--- src/rtl/bam_pkg.sv ---
// Shared types and helpers for the sequential broken-array multiplier.
// Holds the FSM state type, width helpers and the golden model.
package bam_pkg;

  localparam int N_DEF = 8;
  localparam int P_DEF = 2 * N_DEF;

  typedef enum logic [1:0] {
    IDLE,
    RUN,
    DONE
  } state_t;

  function automatic int hw_of(input int n);
    return $clog2(n + 1);
  endfunction

  function automatic int vw_of(input int n);
    return $clog2(2 * n);
  endfunction

  function automatic logic [P_DEF-1:0] bam_ref(
    input logic [N_DEF-1:0] a,
    input logic [N_DEF-1:0] b,
    input int h,
    input int v
  );
    logic [P_DEF-1:0] p;
    p = '0;
    for (int j = 0; j < N_DEF; j++) begin
      for (int i = 0; i < N_DEF; i++) begin
        if (a[i] && b[j] && j >= h && i + j >= v)
          p = p + (P_DEF'(1) << (i + j));
      end
    end
    return p;
  endfunction

endpackage

--- src/rtl/bam_row_mask.sv ---
// Keep mask for one partial-product row under a vertical cut.
// Bit i survives when its column i+row is at or beyond the cut.
module bam_row_mask import bam_pkg::*; #(
  parameter int N  = 8,
  parameter int RW = hw_of(N),
  parameter int VW = vw_of(N)
) (
  input  logic [RW-1:0] row,
  input  logic [VW-1:0] v,
  output logic [N-1:0]  mask
);

  always_comb begin
    mask = '0;
    for (int i = 0; i < N; i++)
      mask[i] = (i + int'(row)) >= int'(v);
  end

endmodule

--- src/rtl/bam_seq_mul_ctrl.sv ---
// Sequential broken-array multiplier, one partial-product row per cycle.
// Cuts are captured at acceptance so one instance can sweep approximation levels.
module bam_seq_mul_ctrl import bam_pkg::*; #(
  parameter int N  = 8,
  parameter int HW = hw_of(N),
  parameter int VW = vw_of(N)
) (
  input  logic          clk,
  input  logic          rst,
  input  logic          in_valid,
  output logic          in_ready,
  input  logic [N-1:0]  in_a,
  input  logic [N-1:0]  in_b,
  input  logic [HW-1:0] cfg_h,
  input  logic [VW-1:0] cfg_v,
  output logic          out_valid,
  input  logic          out_ready,
  output logic [2*N-1:0] out_p,
  output logic          busy
);

  localparam int PW = 2 * N;
  localparam logic [HW-1:0] LAST = HW'(N - 1);
  localparam logic [HW-1:0] NROW = HW'(N);

  state_t state_q, state_d;

  logic [N-1:0]  a_q, b_q;
  logic [HW-1:0] row_q;
  logic [VW-1:0] v_q;
  logic [PW-1:0] acc_q, p_q;

  logic [N-1:0]  mask, b_sh;
  logic [PW-1:0] term, acc_nxt;
  logic          last;

  bam_row_mask #(
    .N  (N),
    .RW (HW),
    .VW (VW)
  ) u_mask (
    .row  (row_q),
    .v    (v_q),
    .mask (mask)
  );

  always_comb begin
    b_sh    = b_q >> row_q;
    term    = b_sh[0] ? (PW'(a_q & mask) << row_q) : '0;
    acc_nxt = acc_q + term;
    last    = row_q == LAST;
  end

  always_comb begin
    state_d   = state_q;
    in_ready  = 1'b0;
    out_valid = 1'b0;
    busy      = 1'b0;
    unique case (state_q)
      IDLE: begin
        in_ready = 1'b1;
        if (in_valid)
          state_d = (cfg_h < NROW) ? RUN : DONE;
      end
      RUN: begin
        busy = 1'b1;
        if (last)
          state_d = DONE;
      end
      DONE: begin
        busy      = 1'b1;
        out_valid = 1'b1;
        if (out_ready)
          state_d = IDLE;
      end
      default: state_d = IDLE;
    endcase
  end

  always_ff @(posedge clk) begin
    if (rst) begin
      state_q <= IDLE;
      a_q     <= '0;
      b_q     <= '0;
      row_q   <= '0;
      v_q     <= '0;
      acc_q   <= '0;
      p_q     <= '0;
    end else begin
      state_q <= state_d;
      if (state_q == IDLE && in_valid) begin
        a_q   <= in_a;
        b_q   <= in_b;
        row_q <= cfg_h;
        v_q   <= cfg_v;
        acc_q <= '0;
        if (cfg_h >= NROW)
          p_q <= '0;
      end else if (state_q == RUN) begin
        acc_q <= acc_nxt;
        row_q <= row_q + HW'(1);
        // Result register is separate so it survives the return to IDLE.
        if (last)
          p_q <= acc_nxt;
      end
    end
  end

  assign out_p = p_q;

endmodule

--- config.mk ---
export PLATFORM = sky130hd
export DESIGN_NAME = bam_seq_mul_ctrl
export DESIGN_NICKNAME = d
export VERILOG_FILES = /design/src/rtl/bam_pkg.sv /design/src/rtl/bam_row_mask.sv /design/src/rtl/bam_seq_mul_ctrl.sv
export SDC_FILE = /design/constraint.sdc
export NUM_CORES = 1
export LEC_CHECK = 0
export CORE_ASPECT_RATIO = 1.25
export CORE_MARGIN = 10
export CORE_UTILIZATION = 55
export DETAILED_ROUTE_END_ITERATION = 16
export DONT_BUFFER_PORTS = 1
export PLACE_DENSITY = 0.67
export SLEW_MARGIN = 20
export SYNTH_ARGS = -nofsm -noshare
export SYNTH_HDL_FRONTEND = slang
export SYNTH_SLANG_ARGS = --single-unit
--- constraint.sdc ---
create_clock -name clk -period 5.6 [get_ports clk]
set_input_delay 1.68 -clock clk [delete_from_list [all_inputs] [get_ports clk]]
set_output_delay 1.68 -clock clk [all_outputs]
set_load 0.01 [all_outputs]
==> results by group <==
Run status
  • Status: complete, no violations

Global route
  • Largest net degree at the start of global routing: 40
  • GRT Overall Usage: 0.182
  • Total congestion overflow: 0
  • Global-route wire length before repair: 17.8 mm
  • Vias in the first global route: between 3000 and 4000
  • Antenna violations before repair: 0

Clock network
  • H-tree level count: 3
  • CTS root buffer: clkbuf_8
  • Clock tree sinks: 58
  • Postcts setup bufs: 0
  • CTS tree: built
  • Latest clock arrival within the worst-skew pair: 0.35 ns
  • Post-cts sizing count: 0
  • Reg clk slew, reported paths: about 0.070 ns
  • CTS hold repair buffers: 0
  • CTS max path bufs: 2
  • Num CTS Buffers: 9

Cells and area
  • Most frequent cells in the layout: nand2_1, dfxtp_1, ha_1
  • Antenna cells: 0
  • NumNets Final: slightly below 600
  • Most common cell after layout, fill and taps aside: nand2_1
  • Synthesis-to-finish area growth: 6.89%
  • Design area: roughly 4500 um2
  • Layout cells sized above 1: 0.0833
  • Number of fill cells in the layout: 666

Detailed routing
  • Routed vias/inst: about 6.0
  • Routed WL: between 10 and 15 mm
  • Drt initial violations: 125
  • Routed Antenna Nets: 0
  • Routed via count: around 3600
  • Drc violations: 0
  • First-pass iteration count of the detailed router: 7
  • Wire per inst: 17.5 um

Pwr
  • Leak: approximately 1.9 nW
  • Gate power share: 0.399
  • Pint: 0.000995 W
  • Clock power share: 0.302
  • Max rail drop VDD: 0.209 mV
  • Net switching fraction of the power: 0.393
  • Seq pwr share: 0.299
  • Net Sw Power: between 0.0006 and 0.0007 W
  • Power Total: around 0.0016 W
  • PD cells: between 300 and 400 nW/um2

Synthesis
  • Top FF cell, synth: dfxtp_1
  • Post-synthesis async set-or-reset flop share: 0
  • Cells after synthesis: ~500
  • Sequential cell area fraction in the yosys report: 0.278
  • Post-Syn Area: about 4200 um2
  • Yosys reg bits: between 50 and 60
  • Largest family of logic cells by synthesized area: compound AO/OA/AOI/OAI gates
  • Compound-Gate Fraction of Synth Area: 0.239
  • Synth cell types: 66
  • Yosys warns: 0
  • EDFF count, synth: 0
  • Post-synthesis mux area share: 0.0440
  • Post-Syn Nets: 587
  • Synth Area in Simple Gates: 0.183
  • Avg Cell Area, Syn: around 8.3 um2
  • Post-synthesis share of cell area spent on xor and xnor gates: 0.0482
  • Post-Synth Adder-Cell Area: 0.162

Die
  • Chip width: around 98 um
  • Die Area: 11500 um2
  • Starting Density: 0.565
  • Row cnt: 35
  • # IOs: between 40 and 50
  • Core Region: about 7400 um2
  • Die Span Y: 117 um

Timing
  • Slew HR: 0.351
  • Max Clk Rate: approximately 220 MHz
  • Finish-stage setup viols: 0
  • Final setup TNS: 0 ns
  • Unrepaired setup endpoints after global routing: false
  • Fin worst setup slack: between 1 and 1.5 ns
  • WHS: about 0.45 ns
  • Final hold viol count: 0
  • Clock Skew: ~0.0095 ns
  • Least-Margin Pin Slew: ~1 ns
  • Min Clock Period, post-route: approximately 4.4 ns
  • Fin. max-slew vios: 0
  • Final worst-path cycle share: 0.795

Worst setup path
  • WP data arrival: approximately 4.7 ns
  • Critical path class: reg2reg
  • Critical-path cell list: inv_1 > ha_1 > xnor2_1 > ha_1 > a211o_1 > a21oi_1 > o21ai_1 > a21o_1 > mux2i_1 > o22ai_1 > ha_1 > and3_1 > and3_4 > a221o_1 > a31o_1 > xnor2_1 > a21oi_1
  • Worst setup SP type: flip-flop
  • Slowest cell on crit path: dfxtp_1
  • CP Capture Type: flip-flop
  • Critical Path Max Stage Delay: around 0.6 ns
  • CP most frequent cell: ha_1
  • CP max FO: 11
  • Critical path required time: around 5.8 ns
  • Worst r2r path cells: 17

Placement
  • Placed instance area: around 4200 um2
  • Buffers on Ports: 0
  • Post-detail-place hpwl: 7.85 mm
  • DP Worst Slack: 1.11 ns
  • GPL Wtd Cong: just under 0.9

Run
  • Max_cap viols: 0

Worst hold path
  • Hold Path Stages: 2
  • Type of the most critical hold path: reg2reg
## final timing paths
check,slack (ns),to,from
min,0.45,b_q[5]$_SDFFE_PP0P_,b_q[5]$_SDFFE_PP0P_
max,1.15,acc_q[13]$_SDFFE_PP0P_,row_q[2]$_SDFFE_PP0P_
min reg2reg,0.45,b_q[5]$_SDFFE_PP0P_,b_q[5]$_SDFFE_PP0P_
max reg2reg,1.15,acc_q[13]$_SDFFE_PP0P_,row_q[2]$_SDFFE_PP0P_
## power by group through the flow
stage	clock network (W)	registers, W	logic (W)
after global placement	0	0.000498	0.000641
after global routing	0.000523	0.000495	0.000746
after floorplan	0	0.000484	0.000525
final	0.000496	0.000490	0.000655
after CTS	0.000504	0.000489	0.000657
after detailed placement	0	0.000499	0.000653
## layout make-up
cell class              instances  area [um2]  share of cell area
flip-flops and latches         58        1160               0.260
well taps                      92         115              0.0258
multi-input cells             403        2830               0.632
inverters                      23        86.3              0.0193
clock buffers                   9         124              0.0277
clock inverters                 7         125              0.0280
repair buffers                  4        30.0             0.00672
## sequential cells by signal, indices dropped and copies added (netlist names)
signal / flops
row_q: 4
b_q: 8
out_p: 16
a_q: 8
acc_q: 16
state_q: 2
v_q: 4
## critical path, delay by kind of cell, from the launching register on
| kind | cells | cell delay [ns] |
|---|---|---|
| compound gates | 8 | 1.64 |
| fa+ha+maj | 3 | 0.87 |
| flops | 1 | 0.60 |
| simple gates | 2 | 0.40 |
| xor+xnor | 2 | 0.30 |
| buf+inv | 1 | 0.30 |
| mux | 1 | 0.21 |
## logic make-up (layout without fill, tap and decap cells)
family / after synthesis / in the layout
adders and majority gates: 53 / 53
and+or+nand+nor: 167 / 167
muxes: 17 / 17
DFF: 58 / 58
xor gates and xnor gates: 23 / 23
buffers and inverters: 45 / 43
AOI/OAI and AO/OA: 143 / 143
## metrics by stage
stage,std cells,util
finish,596,0.604
global route,596,0.604
CTS,596,0.604
detailed placement,580,0.570
global placement,580,0.570
floorplan,506,-
## Yosys cell counts (all sizes together), types with 5 or more instances
master / number / share of area
nor2b: 7 / 0.010
xnor2: 18 / 0.038
mux2i: 15 / 0.036
nand2: 71 / 0.064
inv: 23 / 0.021
o211ai: 7 / 0.017
a21oi: 50 / 0.064
and3: 6 / 0.010
a21o: 8 / 0.014
o22ai: 5 / 0.0075
a22oi: 6 / 0.011
dfxtp: 58 / 0.28
nand3: 14 / 0.017
ha: 51 / 0.15
or3: 6 / 0.0090
a211oi: 9 / 0.017
clkbuf: 9 / 0.0081
nand2b: 6 / 0.0090
and2: 6 / 0.0099
o21ai: 19 / 0.025
buf: 13 / 0.017
nor2: 42 / 0.038
xor2: 5 / 0.010
## metal layers
metal  up-vias  part of all wire  track usage
met5         -                 0            0
met4         0             0.017       0.0546
met3        16             0.035       0.0364
met2        68              0.53        0.337
met1      1706              0.41        0.199
li1       1790                 -            -
Power figures use the tool's default switching activity.
==> variant 1, RTL diff (same flow settings) <==
`N` is set to 8 in 2 places; all go to 16.
--- a/src/rtl/bam_row_mask.sv
+++ b/src/rtl/bam_row_mask.sv
@@ -2,5 +2,5 @@
 // Bit i survives when its column i+row is at or beyond the cut.
 module bam_row_mask import bam_pkg::*; #(
-  parameter int N  = 8,
+  parameter int N  = 16,
   parameter int RW = hw_of(N),
   parameter int VW = vw_of(N)
--- a/src/rtl/bam_seq_mul_ctrl.sv
+++ b/src/rtl/bam_seq_mul_ctrl.sv
@@ -2,5 +2,5 @@
 // Cuts are captured at acceptance so one instance can sweep approximation levels.
 module bam_seq_mul_ctrl import bam_pkg::*; #(
-  parameter int N  = 8,
+  parameter int N  = 16,
   parameter int HW = hw_of(N),
   parameter int VW = vw_of(N)
Ports: changed (5 resized); port bits go from 47 to 81. No check against the original RTL was run, so the function may have changed too.
==> variant 1 against the original RTL <==
Area after synthesis rose by 100%; hold slack improved by 0.0023 ns; core utilization fell by 0.94 points; first-iteration DRC count rose to 3.6 times the old value; sequential cell count rose by 50; sequential share of layout area fell by 1.8 points; worst setup slack got worse by 0.85 ns; design area rose by 100%; wire length rose by 130%; power rose by 81%; cell count rose by 110%; count of clock-buffer cells in the layout rose by 1; largest cell class unchanged; largest power group unchanged.
==> variant 1: results (changes against the original RTL) <==
stage,metric,value,unit,change
power_and_ir_drop,Max rail drop VDD,0.148,mV,-29%
synth,cell count after synthesis,1060,,+110%
route,Iteration-0 DRC Markers,448,,+260%
route,Routed WL per cell,19.8,um,+13%
global_routing,vias in the first global route,7497,,+110%
route,DRT Pass-1 Iters,4,,-3
synth,synth warn,0,,unchanged
route,Total Routed Length,24400,um,+130%
sta,final clock skew,0.0104,ns,+0.000896 ns
cells_and_area,ant diodes,0,,unchanged
critical_path,Reg2Reg Depth,21,,+4
critical_path,"Arr. time, crit path",5.61,ns,+0.94 ns
synth,Area contributors post-synth,"dfxtp_1 26%, ha_1 14%, nand2_1 6.9%, a21oi_1 5.5%, mux2i_1 3.4%",,
clock_network,CTS Buf Count,9,,unchanged
synth,sequential area share after synthesis,25.7,%,-2.1 points
synth,Synth async-reset ratio,0,%,unchanged
clock_network,worst skew pair latency,0.36,ns,
global_routing,largest net degree at the start of global routing,64,,+60%
sta,Post-Route Setup TNS,0,ns,unchanged
route,vias per cell,6.29,,+4.8%
synth,most frequent cells after synthesis,"155 x nand2_1, 108 x dfxtp_1, 95 x ha_1, 93 x a21oi_1, 73 x nor2_1",,
outcome,status,"complete, no violations",,
worst_hold_path,hold crit path type,flip-flop to flip-flop,,
clock_network,H-tree depth,3,,unchanged
clock_network,"Clk pin slew, worst setup/hold paths",0.08,ns,
place,PortBufs,0,,unchanged
global_routing,first-pass GRT wire length,39300,um,+120%
place,routability cong.,0.999,,+15%
cells_and_area,Filler Cells Inserted,1461,,+120%
sta,worst rel slew slack,53.4,%,+18 points
global_routing,GRT Total Usage,23.8,%,+5.6 points
place,placed cells,1217,,+110%
synth,Yosys cell types,81,,+23%
sta,final setup vio count,0,,unchanged
clock_network,# Post-CTS Setup Buffers,0,,unchanged
cells_and_area,layout cell share with drive strength beyond 1,7.33,%,-1.0 points
synth,Post-synth EDFFs,0,,unchanged
global_routing,initial antenna violation count,0,,unchanged
clock_network,Root Buffer,clkbuf_16,,
synth,ys flop type,dfxtp_1,,
clock_network,CTS max path bufs,2,,unchanged
worst_hold_path,hold path depth,2,,unchanged
power_and_ir_drop,Pleak,3.64,nW,+95%
place,Detail Placement HPWL,18600,um,+140%
critical_path,CP Max Fanout,11,,unchanged
==> variant 1: path summary, 6_finish.rpt <==
kind | from | to | slack (ns)
hold / removal | a_q[1] | a_q[1] | 0.45
setup / recovery | row_q[2] | acc_q[25] | 0.30
setup reg to reg | row_q[2] | acc_q[25] | 0.30
hold reg to reg | a_q[1] | a_q[1] | 0.45
==> variant 1: where the power goes <==
part,total (W),switching [W],internal [W]
combinational,0.00144,0.000892,0.000551
clock,0.000652,0.000336,0.000316
sequential,0.000867,0.0000457,0.000821
==> variant 1: cells by family (layout without fill, tap and decap cells) <==
family | after synthesis | count (layout) | share of synthesized area (%)
AOI/OAI and AO/OA | 315 | 315 | 25.2
xor gates and xnor gates | 43 | 43 | 4.47
adders and majority gates | 97 | 97 | 14.6
buffers and inverters | 107 | 98 | 5.65
DFF | 108 | 108 | 25.7
muxes | 35 | 35 | 4.92
and+or+nand+nor | 355 | 355 | 19.4
==> variant 1: area by class of cell <==
type / count / area [um^2] / area share, %
flip-flops and latches: 108 / 2160 / 24.2
multi-input cells: 845 / 5800 / 65.0
well taps: 182 / 228 / 2.55
clock buffers: 10 / 229 / 2.57
clock inverters: 6 / 63.8 / 0.715
repair buffers: 35 / 263 / 2.95
inverters: 47 / 176 / 1.98
==> variant 1: per-layer routing <==
layer	up-vias	track usage [%]	share of wire (%)
met5	-	0	0
met3	41	3.96	4.3
met4	0	7.96	2.6
met2	186	42.1	51
met1	3689	28.4	43
li1	3843	-	-
==> variant 1: repair_timing <==
item,CTS,global route
gates resized for setup,0,5
setup endpoints to repair,0,23
hold endpoints to repair,0,0
==> variant 1: through the flow <==
stage	setup slack, ns	utilization (%)	total power (W)	instance area [um^2]	hold slack (ns)
after detailed placement	0.253	57.4	0.00230	8610	0.443
after CTS	0.207	59.3	0.00296	8910	0.455
final	0.303	59.4	0.00296	8920	0.451
after global placement	0.284	57.4	0.00229	8610	0.437
after global routing	0.00837	59.4	0.00317	8920	0.472
after floorplan	0.541	-	0.00194	8420	0.432
==> variant 1: critical path, stage by stage, from the launching register on <==
cell and delay, ns:
dfxtp_1 0.54, inv_2 0.09, buf_4 0.20, ha_1 0.28, nand2_1 0.10, xnor2_1 0.13
ha_1 0.27, a211o_1 0.30, a21oi_1 0.12, o21ai_0 0.21, a22oi_1 0.29, mux2i_1 0.16
mux2i_1 0.30, o22ai_1 0.16, ha_1 0.39, nand4_1 0.16, nor2_1 0.21, nand3_1 0.15
a211oi_4 0.40, o211ai_1 0.19, a2111oi_1 0.42, a311o_1 0.16
==> variant 2, RTL diff (same settings) <==
Without the edit above. Reset style: asynchronous (`rst`), changed in one clocked block.
--- a/src/rtl/bam_seq_mul_ctrl.sv
+++ b/src/rtl/bam_seq_mul_ctrl.sv
@@ -78,5 +78,5 @@
   end
 
-  always_ff @(posedge clk) begin
+  always_ff @(posedge clk or posedge rst) begin
     if (rst) begin
       state_q <= IDLE;
Check against the original RTL: differs if rst is asserted again (counterexample within 4 cycles, from zero or initial values and one cycle with rst high); with rst held inactive, the same outputs for 4 cycles.
==> variant 2 against the original RTL <==
Hold slack improved by 0.023 ns; sequential cell count did not move; die area is 4.3% higher; design area is 3.9% higher; worst setup slack lost 0.48 ns; global-route usage is 0.10 points higher; area after synthesis grew 5.3%; wire length rose by 2.4%; non-clock buffer count is 2 higher; highest routed layer unchanged.
Power is not compared: it rests on default switching activity, and its combinational part moved more than twofold at a synthesized area within 25%.
==> variant 2: results (changes against the original RTL) <==
stage,metric,value,unit,change
critical_path,Critical Path Start,row_q[2],,
synth,ys flop type,dfrtp_1,,
cells_and_area,fin cells,591,,-0.84%
place,Post-DP Area,0.00444,mm^2,+5.3%
worst_hold_path,Hold Path Sink,b_q[4],,
global_routing,largest net degree at the start of global routing,59,,+48%
cells_and_area,Final Util,59.6,%,-0.79 points
cells_and_area,layout cell share with drive strength beyond 1,6.25,%,-2.1 points
place,Detail Placement HPWL,7940,um,+1.1%
power_and_ir_drop,cell internal pwr,0.00144,W,
synth,most frequent cells after synthesis,"83 x nand2_1, 58 x dfrtp_1, 51 x ha_1, 28 x o21ai_0",,
power_and_ir_drop,Pleak,2.21,nW,
synth,sequential area share after synthesis,33.0,%,+5.2 points
synth,Area contributors post-synth,"dfrtp_1 33%, ha_1 15%, nand2_1 7.1%, mux2i_1 3.2%, o21ai_0 3.2%",,
critical_path,slowest CP cell,dfrtp_1,,
sta,final clock skew,0.00764,ns,-0.00190 ns
route,DR WL met3,421,um,+15%
critical_path,CP Max Fanout,14,,+3
route,met2 wire len,5630,um,+1.3%
sta,worst rel slew slack,45.0,%,+9.9 points
synth,Synth async-reset ratio,100,%,+100 points
global_routing,GRT met3 Usage,3.79,%,+0.15 points
critical_path,reg2reg setup slack,0.67,ns,-0.48 ns
cells_and_area,Filler Cells Inserted,706,,+6.0%
synth,cell count after synthesis,502,,-0.79%
critical_path,"Arr. time, crit path",5.17,ns,+0.50 ns
critical_path,CP peak stage delay,0.66,ns,+0.06 ns
critical_path,Reg2Reg Depth,18,,+1
place,setup slack at placement,0.728,ns,-0.386 ns
cells_and_area,fin nets,572,,-1.4%
route,Total Routed Length,10700,um,+2.4%
place,routability cong.,0.927,,+6.7%
synth,syn nets,583,,-0.68%
route,DRT Pass-1 Iters,4,,-3
route,Iteration-0 DRC Markers,249,,+99%
sta,worst hold margin,0.472,ns,+0.0229 ns
global_routing,grt met2 use,32.1,%,-1.6 points
global_routing,GRT met1 Usage,21.0,%,+1.2 points
outcome,status,"complete, no violations",,
global_routing,GRT Total Usage,18.3,%,+0.10 points
critical_path,R2R Path End,out_p[15],,
[variant 2: kinds of logic after synthesis]
family | after synthesis | share of synthesized area (%)
AO/OA/AOI/OAI | 132 | 20.9
XOR/XNOR | 20 | 3.98
adder cells (fa/ha/maj) | 53 | 15.4
buffers and inverters | 52 | 4.86
flip-flops | 58 | 33.0
multiplexers | 16 | 3.70
AND/OR/NAND/NOR | 171 | 18.2
[variant 2: area by class of cell]
class | count | share of cell area, %
clock buffers | 15 | 4.23
well taps | 95 | 2.56
clock inverters | 1 | 0.108
multi-input cells | 392 | 58.9
inverters | 24 | 1.94
flip-flops and latches | 58 | 31.3
repair buffers | 6 | 0.970
[variant 2: power groups by stage]
stage	sequential, W	clock [W]	combinational, W
floorplan	0.000651	0	0.00135
global placement	0.000698	0	0.00163
detailed placement	0.000705	0	0.00167
CTS	0.000698	0.000401	0.00167
global route	0.000717	0.000416	0.00192
finish	0.000696	0.000390	0.00168
